[src/rtl/act_bit_serializer.sv]
`default_nettype none
// +----------------------------------------------------------------------------+
// | act_bit_serializer: streams one latched activation vector into the array   |
// | one bit-plane per handshake, LSB first.   Revision: 1.0                    |
// +----------------------------------------------------------------------------+
module act_bit_serializer #(
  parameter int LANES     = 16,
  parameter int BITS      = 8,
  parameter int SKIP_ZERO = 0,
  localparam int c_IDX_W  = (BITS > 1) ? $clog2(BITS) : 1
) (
  input  logic                     CLK,
  input  logic                     rst,
  input  logic                     in_valid,
  output logic                     in_ready,
  input  logic [LANES*BITS-1:0]    in_data,
  input  logic                     in_signed,
  output logic                     bit_valid,
  input  logic                     bit_ack,
  output logic [LANES-1:0]         bit_plane,
  output logic [c_IDX_W-1:0]       bit_idx,
  output logic                     bit_neg,
  output logic                     bit_last,
  output logic                     busy,
  output logic                     done
);

  localparam logic [c_IDX_W-1:0] c_LAST = c_IDX_W'(BITS - 1);

  typedef enum logic [1:0] {
    S_IDLE = 2'd0,
    S_SEND = 2'd1,
    S_SKIP = 2'd2,
    S_DONE = 2'd3
  } state_t;

  state_t                  state_q;
  logic [LANES*BITS-1:0]   data_q;
  logic                    signed_q;
  logic [c_IDX_W-1:0]      idx_q;
  logic                    valid_q;
  logic [LANES-1:0]        plane_q;
  logic                    neg_q;
  logic                    last_q;
  logic                    busy_q;
  logic                    done_q;

  logic [LANES-1:0]        w_in_planes [BITS];
  logic [LANES-1:0]        w_q_planes  [BITS];
  logic [BITS-1:0]         w_in_nz;
  logic [BITS-1:0]         w_q_nz;
  logic [c_IDX_W-1:0]      nxt_idx_d;

  // Transpose lane-major data into bit-plane-major views.
  generate
    for (genvar b = 0; b < BITS; b++) begin : g_plane
      for (genvar l = 0; l < LANES; l++) begin : g_lane
        assign w_in_planes[b][l] = in_data[l*BITS + b];
        assign w_q_planes[b][l]  = data_q[l*BITS + b];
      end
      assign w_in_nz[b] = |w_in_planes[b];
      assign w_q_nz[b]  = |w_q_planes[b];
    end
  endgenerate

  assign nxt_idx_d = idx_q + c_IDX_W'(1);

  function automatic logic rest_zero(input logic [BITS-1:0] nz, input logic [c_IDX_W-1:0] n);
    rest_zero = (((nz >> n) >> 1) == '0);
  endfunction

  // The signed MSB plane carries the sign weight and must always be presented.
  function automatic logic can_skip(input logic [BITS-1:0] nz, input logic sgn,
                                    input logic [c_IDX_W-1:0] n);
    can_skip = (SKIP_ZERO != 0) && !nz[n] && !(sgn && (n == c_LAST));
  endfunction

  function automatic logic is_last(input logic [BITS-1:0] nz, input logic sgn,
                                   input logic [c_IDX_W-1:0] n);
    is_last = (n == c_LAST) || ((SKIP_ZERO != 0) && !sgn && rest_zero(nz, n));
  endfunction

  always_ff @(posedge CLK or posedge rst) begin
    if (rst) begin
      state_q  <= S_IDLE;
      data_q   <= '0;
      signed_q <= 1'b0;
      idx_q    <= '0;
      valid_q  <= 1'b0;
      plane_q  <= '0;
      neg_q    <= 1'b0;
      last_q   <= 1'b0;
      busy_q   <= 1'b0;
      done_q   <= 1'b0;
    end else begin
      done_q <= 1'b0;
      case (state_q)
        S_IDLE: begin
          if (in_valid) begin
            data_q   <= in_data;
            signed_q <= in_signed;
            idx_q    <= '0;
            busy_q   <= 1'b1;
            plane_q  <= w_in_planes[0];
            neg_q    <= in_signed && (c_LAST == '0);
            last_q   <= is_last(w_in_nz, in_signed, '0);
            if (can_skip(w_in_nz, in_signed, '0)) begin
              state_q <= S_SKIP;
              valid_q <= 1'b0;
            end else begin
              state_q <= S_SEND;
              valid_q <= 1'b1;
            end
          end
        end
        S_SEND, S_SKIP: begin
          if (bit_ack || (state_q == S_SKIP)) begin
            if (idx_q == c_LAST) begin
              state_q <= S_DONE;
              valid_q <= 1'b0;
              plane_q <= '0;
              neg_q   <= 1'b0;
              last_q  <= 1'b0;
              done_q  <= 1'b1;
            end else begin
              idx_q   <= nxt_idx_d;
              plane_q <= w_q_planes[nxt_idx_d];
              neg_q   <= signed_q && (nxt_idx_d == c_LAST);
              last_q  <= is_last(w_q_nz, signed_q, nxt_idx_d);
              if (can_skip(w_q_nz, signed_q, nxt_idx_d)) begin
                state_q <= S_SKIP;
                valid_q <= 1'b0;
              end else begin
                state_q <= S_SEND;
                valid_q <= 1'b1;
              end
            end
          end
        end
        S_DONE: begin
          state_q <= S_IDLE;
          busy_q  <= 1'b0;
          idx_q   <= '0;
        end
        default: begin
          state_q <= S_IDLE;
          valid_q <= 1'b0;
          busy_q  <= 1'b0;
        end
      endcase
    end
  end

  assign in_ready  = (state_q == S_IDLE);
  assign bit_valid = valid_q;
  assign bit_plane = plane_q;
  assign bit_idx   = idx_q;
  assign bit_neg   = neg_q;
  assign bit_last  = last_q;
  assign busy      = busy_q;
  assign done      = done_q;

endmodule
`default_nettype wire

[config.mk]
export PLATFORM = sky130hd
export DESIGN_NAME = act_bit_serializer
export DESIGN_NICKNAME = d
export VERILOG_FILES = /design/src/rtl/act_bit_serializer.sv
export SDC_FILE = /design/constraint.sdc
export NUM_CORES = 1
export LEC_CHECK = 0
export CAP_MARGIN = 20
export CORE_MARGIN = 4
export CORE_UTILIZATION = 47
export CTS_BUF_LIST = sky130_fd_sc_hd__clkbuf_8
export CTS_CLUSTER_SIZE = 24
export DETAILED_ROUTE_END_ITERATION = 7
export GPL_TIMING_DRIVEN = 0
export PLACE_DENSITY = 0.76
export SKIP_LAST_GASP = 1
export SLEW_MARGIN = 20
export SYNTH_ARGS = -nofsm -noshare
export SYNTH_HDL_FRONTEND = slang
export SYNTH_SLANG_ARGS = --single-unit
export TNS_END_PERCENT = 30
[constraint.sdc]
create_clock -name CLK -period 5.4 [get_ports CLK]
set_input_delay 1.08 -clock CLK [delete_from_list [all_inputs] [get_ports CLK]]
set_output_delay 1.08 -clock CLK [all_outputs]
set_load 0.005 [all_outputs]
==> results of run 1 <==
[flip-flops by register name, summed over array words and instances, names as in the netlist]
register,cells
bit_neg,1
bit_idx,3
data_q,128
done,1
state_q,2
bit_plane,16
bit_valid,1
bit_last,1
busy,1
signed_q,1
[per-layer routing]
metal	global-route usage, %	vias to the layer above
met1	26.61	2277
met2	33.37	141
li1	-	2057
met4	5.318	0
met3	7.041	18
met5	0	-
[stage by stage]
stage	utilization (%)	cells	instance area [um2]
after floorplan	-	469	7033
after CTS	63.57	840	9274
after global routing	63.57	840	9274
final	63.57	840	9274
after global placement	60.56	810	8835
after detailed placement	60.80	811	8870
[report_power, final]
| group | internal [mW] | leakage, nW | switching, mW |
|---|---|---|---|
| Combinational | 1.39 | 1.78 | 1.02 |
| Sequential | 1.75 | 1.83 | 0.313 |
| Clock | 0.501 | 0.210 | 0.404 |
[how the worst max path moves through the flow]
| stage | start | end | cells past startpoint |
|---|---|---|---|
| 6_report | bit_idx[0]$_DFFE_PP0P_ | bit_plane[0]$_DFFE_PP0P_ | 10 |
| 4_1_cts | bit_idx[0]$_DFFE_PP0P_ | bit_plane[0]$_DFFE_PP0P_ | 10 |
| 2_1_floorplan | rst | bit_idx[0]$_DFFE_PP0P_ | 1 |
| 3_3_place_gp | rst | data_q[50]$_DFFE_PP0P_ | 2 |
| 5_1_grt | bit_idx[0]$_DFFE_PP0P_ | bit_plane[15]$_DFFE_PP0P_ | 10 |
| 3_5_place_dp | in_valid | data_q[103]$_DFFE_PP0P_ | 5 |
[layout make-up]
type | instances | area share (%)
Buffer | 31 | 1.889
Clock buffer | 18 | 2.671
Clock inverter | 11 | 1.686
Inverter | 6 | 0.3238
Multi-Input combinational cell | 277 | 31.88
Sequential cell | 155 | 41.82
Tap cell | 184 | 2.482
Timing Repair Buffer | 158 | 17.24
[cell families after synthesis]
| logic type | count (synthesis) | share of synthesized area [%] |
|---|---|---|
| adder cells (fa/ha/maj) | 7 | 1.245 |
| AND/OR/NAND/NOR | 47 | 3.309 |
| multiplexers | 179 | 33.93 |
| buffers and inverters | 37 | 2.811 |
| flip-flops | 155 | 55.15 |
| AO/OA/AOI/OAI | 44 | 3.558 |
[synth_stat cells, types with 3 or more instances]
cell type  number
o21ai_1         5
nand2_1         6
ha_1            7
nor2b_1        18
mux4_1          3
buf_6           3
a21oi_2         3
mux4_2         29
buf_2           6
inv_1           5
clkbuf_1       10
a21oi_1        31
mux2_2         17
dfrtp_1       155
buf_1           9
nor2_1         19
mux2_1        129
==> results by group, run 1 <==
Placement
  • Routability cong.: 0.7928
  • PortBufs: 157
  • Pre-CTS setup slack: 2.081 ns
  • Detail Placement HPWL: 12090 um

Outcome
  • Status: finished clean

Final layout
  • Most frequent cells in the layout: clkdlybuf4s50_1, dfrtp_1, mux2_1
  • Diode count: 0
  • Area growth syn-to-layout: 31.86%
  • Layout cells sized above 1: 13.87%
  • Fillers: 1103
  • Multi-input logic area: 0.002957 mm2
  • Register area: 0.003879 mm2
  • NumNets Final: 786
  • Commonest non-fill, non-tap cell in the layout: clkdlybuf4s50_1

Hold path
  • Hold Path Cell Cnt: 1
  • Worst min-delay path class: reg2reg
  • Beginning of the worst hold path: data_q[79]$_DFFE_PP0P_
  • Hold Crit Endpoint: data_q[79]$_DFFE_PP0P_

Drt
  • Initial DRC count: 180
  • WL/cell: 19.96 um
  • Met1 Wirelength: 7186 um
  • Pre-antenna DRT Iters: 5
  • Final wirelength: 16770 um
  • DRC errors left: 0
  • Vias per Instance: 5.349
  • DR top layer: met4
  • Vias: 4493
  • Met2 wire len: 8076 um
  • WL met3: 1291 um
  • Remaining antenna violation count: 0

GRT
  • Largest net degree at the start of global routing: 100
  • First-pass GRT wire length: 26160 um
  • Tot GR Track Use: 20.53%
  • Global route overflow: 0
  • Initial antenna violation count: 0
  • Vias in the first global route: 4996

Critical path
  • Most used cell, CP: a21oi_1
  • CP delay by family, top: buffers and inverters
  • CP Cell Sequence: buf_6, buf_8, buf_2, inv_2, ha_1, clkbuf_2, clkbuf_1, mux2_2, a21oi_1, a21oi_1
  • Critical path launch point type: register
  • Worst R2R Start: bit_idx[0]$_DFFE_PP0P_
  • Crit path kind: reg2reg
  • Worst path max stage delay: 0.61 ns
  • Arrival @ worst endpoint: 3.44 ns
  • Worst R2R Setup Slack: 2.26 ns
  • Worst Path Buf+Inv: 6
  • Crit Path Max Fanout: 10
  • R2R Path End: bit_plane[0]$_DFFE_PP0P_
  • Crit-path slowest cell: clkbuf_1
  • Worst R2R Path Depth: 10
  • Worst EP required: 5.70 ns
  • Critical Path Sink Type: register

Clock network
  • Clock network latency to the later pin of the worst-skew pair: 0.44 ns
  • Max H-tree Level: 4
  • Post-CTS Setup Bufs: 0
  • CTS tree: yes
  • CTS sink cnt: 155
  • Hold Buf Count CTS: 0
  • Clk root buf: clkbuf_8
  • Clock transition at path regs: 0.08 ns
  • Clock Tree Buf Depth: 2
  • CTS Buf Count: 17
  • Cts repair resizes: 0

Synth
  • Synth area leader: dfrtp_1
  • Post-Syn Nets: 609
  • Synth top area share: 55.15%
  • Top post-synthesis cells by area: dfrtp_1, mux2_1, mux4_2
  • Ys flop type: dfrtp_1
  • Async set or reset register ratio after synthesis: 100.0%
  • Yosys warns: 0
  • Register bit total from synthesis: 155
  • Register area share after synthesis: 55.15%
  • Post-Syn Area per Cell: 15.00 um2
  • EDFF count, synth: 0
  • Post-Syn Area: 0.007033 mm2
  • Synth unique cells: 31
  • Post-Syn Instances: 469

Die
  • Row Count: 44
  • Die height: 130.3 um
  • # IOs: 158
  • Core area: 0.01459 mm2
  • Die W: 130.3 um
  • Initial Utilization: 48.21%
  • Die area: 0.01698 mm2

Timing
  • Final worst slack: 2.255 ns
  • Final worst path period need: 3.145 ns
  • Fin crit share: 58.24%
  • Final setup fails: 0
  • Clk_skew: 0.01048 ns
  • Final hold vios: 0
  • Setup TNS: 0 ns
  • Hold Slack: 0.4878 ns
  • Worst Max-Slew Pin Slew: 0.7497 ns
  • Slew Limit Fails: 0
  • FMAX: 318.0 MHz
  • RSZ-0062 raised after global routing: false
  • Slew margin rel.: 50.02%

Power and ir drop
  • PwrDens: 579.7 mW/mm2
  • Total power: 5.376 mW
  • Maximum VDD drop: 0.3170 mV
  • P_leak: 3.817 nW

Flow run
  • Max Cap Viol: 0
No activity file was read; power rests on OpenSTA's default activity.
==> run 2: changes to the inputs <==
Settings changed: CORE_UTILIZATION 47 to 50, PLACE_DENSITY 0.76 to 0.77.
Clock period 5.4 ns to 3.2 ns, I/O delays scaled along.
==> results by group, run 2 (synthesis gave the netlist of run 1 again) <==
Drt
  • Initial DRC count: 258 (was 180)
  • Vias per Instance: 5.401 (was 5.349)
  • WL/cell: 19.43 um (was 19.96 um)
  • Pre-antenna DRT Iters: 4 (was 5)
  • DRC errors left: 0 (unchanged)
  • Vias: 4542 (was 4493)
  • Remaining antenna violation count: 0 (unchanged)
  • Final wirelength: 16340 um (was 16770 um)

Critical path
  • Worst R2R Setup Slack: 0.50 ns (was 2.26 ns)
  • Worst R2R Path Depth: 9 (was 10)
  • Crit path kind: reg2reg (unchanged)
  • Crit Path Max Fanout: 17 (was 10)
  • Worst EP required: 3.50 ns (was 5.70 ns)
  • R2R Path End: bit_plane[13]$_DFFE_PP0P_ (was bit_plane[0]$_DFFE_PP0P_)
  • Critical Path Sink Type: register (unchanged)
  • Critical path launch point type: register (unchanged)
  • Worst R2R Start: bit_idx[0]$_DFFE_PP0P_ (unchanged)
  • Arrival @ worst endpoint: 3.00 ns (was 3.44 ns)

Clock network
  • Max H-tree Level: 4 (unchanged)
  • CTS tree: yes (unchanged)
  • CTS sink cnt: 155 (unchanged)
  • Clock network latency to the later pin of the worst-skew pair: 0.44 ns (about the same)
  • Post-CTS Setup Bufs: 0 (unchanged)
  • Clock transition at path regs: 0.08 ns (about the same)
  • Clock Tree Buf Depth: 2 (unchanged)
  • Cts repair resizes: 0 (unchanged)
  • Hold Buf Count CTS: 0 (unchanged)
  • CTS Buf Count: 17 (unchanged)
  • Clk root buf: clkbuf_8 (unchanged)

Outcome
  • Status: finished clean (unchanged)

Final layout
  • Post-layout instance area: 0.009320 mm2 (was 0.009274 mm2)
  • Largest register FFs: 128 (unchanged)
  • Post-Layout Cell Count: 841 (was 840)
  • Final Util: 67.41% (was 63.57%)
  • Most frequent cells in the layout: clkdlybuf4s50_1, dfrtp_1, mux2_1 (unchanged)
  • Area growth syn-to-layout: 32.52% (was 31.86%)
  • Layout cells sized above 1: 14.67% (was 13.87%)
  • Commonest non-fill, non-tap cell in the layout: clkdlybuf4s50_1 (unchanged)
  • NumNets Final: 788 (was 786)
  • Diode count: 0 (unchanged)
  • Biggest register: data_q (unchanged)

Timing
  • Final hold vios: 0 (unchanged)
  • Final setup fails: 0 (unchanged)
  • Fin crit share: 84.51% (was 58.24%)
  • Slew margin rel.: 49.83% (was 50.02%)
  • RSZ-0062 raised after global routing: false (unchanged)
  • Clk_skew: 0.007982 ns (was 0.01048 ns)
  • FMAX: 369.8 MHz (was 318.0 MHz)
  • Hold Slack: 0.4865 ns (was 0.4878 ns)
  • Slew Limit Fails: 0 (unchanged)
  • Worst Max-Slew Pin Slew: 0.7512 ns (was 0.7497 ns)
  • Final worst path period need: 2.704 ns (was 3.145 ns)

Power and ir drop
  • Total power: 9.005 mW (was 5.376 mW)
  • PwrDens: 966.2 mW/mm2 (was 579.7 mW/mm2)
  • Maximum VDD drop: 0.4058 mV (was 0.3170 mV)
  • P_leak: 3.846 nW (was 3.817 nW)

GRT
  • Initial antenna violation count: 0 (unchanged)
  • Vias in the first global route: 4983 (was 4996)
  • Tot GR Track Use: 21.59% (was 20.53%)
  • First-pass GRT wire length: 26650 um (was 26160 um)
  • Largest net degree at the start of global routing: 37 (was 100)
  • Global route overflow: 0 (unchanged)

Die
  • Die area: 0.01603 mm2 (was 0.01698 mm2)
  • Die W: 126.6 um (was 130.3 um)
  • # IOs: 158 (unchanged)
  • Die height: 126.6 um (was 130.3 um)
  • Core area: 0.01383 mm2 (was 0.01459 mm2)
  • Row Count: 43 (was 44)
  • Initial Utilization: 50.86% (was 48.21%)

Placement
  • PortBufs: 157 (unchanged)
  • Routability cong.: 0.7850 (was 0.7928)
  • Dpl cells: 810 (was 811)
  • Placed cell areas: 0.008914 mm2 (was 0.008870 mm2)
  • Detail Placement HPWL: 12270 um (was 12090 um)

Hold path
  • Hold Crit Endpoint: data_q[75]$_DFFE_PP0P_ (was data_q[79]$_DFFE_PP0P_)
  • Hold Path Cell Cnt: 1 (unchanged)
  • Worst min-delay path class: reg2reg (unchanged)
  • Beginning of the worst hold path: data_q[75]$_DFFE_PP0P_ (was data_q[79]$_DFFE_PP0P_)

Flow run
  • Max Cap Viol: 0 (unchanged)
## run 2: cell count changes in the layout (fill, tap and decap cells not counted), sizes merged
| cell | before | now |
|---|---|---|
| buf | 21 | 24 |
| clkbuf | 29 | 33 |
| inv | 9 | 8 |
| clkinv | 2 | 3 |
| bufinv | 4 | 2 |
## run 2: layer usage
metal	GRT usage [%]	wire [um]
met1	28.81	7092
met2	34.53	8031
met3	6.611	1076
met4	6.183	143
met5	0	0
## run 2: worst max-delay path: stages (launching register included)
cell	delay [ns]
dfrtp_1	0.39
buf_6	0.19
buf_8	0.18
buf_2	0.34
inv_2	0.05
ha_1	0.27
clkbuf_2	0.47
mux2_2	0.40
a21oi_1	0.16
a21oi_1	0.09
## run 2: worst max path at each step
stage                                       from                   endpoint  slack (ns)  depth (start not counted)
after floorplan                              rst     bit_idx[0]$_DFFE_PP0P_        0.60                          1
after global placement                       rst     data_q[55]$_DFFE_PP0P_       -0.62                          2
after detailed placement  bit_idx[0]$_DFFE_PP0P_   bit_plane[2]$_DFFE_PP0P_        0.05                         10
after CTS                 bit_idx[0]$_DFFE_PP0P_   bit_plane[0]$_DFFE_PP0P_        0.04                         10
after global routing      bit_idx[0]$_DFFE_PP0P_  bit_plane[12]$_DFFE_PP0P_        0.30                          9
final                     bit_idx[0]$_DFFE_PP0P_  bit_plane[13]$_DFFE_PP0P_        0.50                          9
## run 2: cell type report
cell class / instances / area [um2]
clock buffers: 23 / 316.6
inverters: 6 / 26.28
plain buffers: 30 / 171.4
multi-input cells: 277 / 2957
fillers: 1018 / 4507
repair buffers: 161 / 1652
well taps: 180 / 225.2
flip-flops and latches: 155 / 3879
clock inverters: 9 / 93.84
## run 2: report_power, final
group          total, mW  switching [mW]  internal (mW)
combinational       4.06            1.72           2.34
sequential          3.46           0.516           2.95
clock               1.48           0.675          0.807
total               9.01            2.91           6.10
## run 2: per-stage QoR
stage / setup slack [ns] / setup TNS (ns)
after floorplan: 0.6011 / 0
after global placement: -0.6244 / -95.44
after detailed placement: 0.05067 / 0
after CTS: 0.03867 / 0
after global routing: 0.2987 / 0
final: 0.4957 / 0
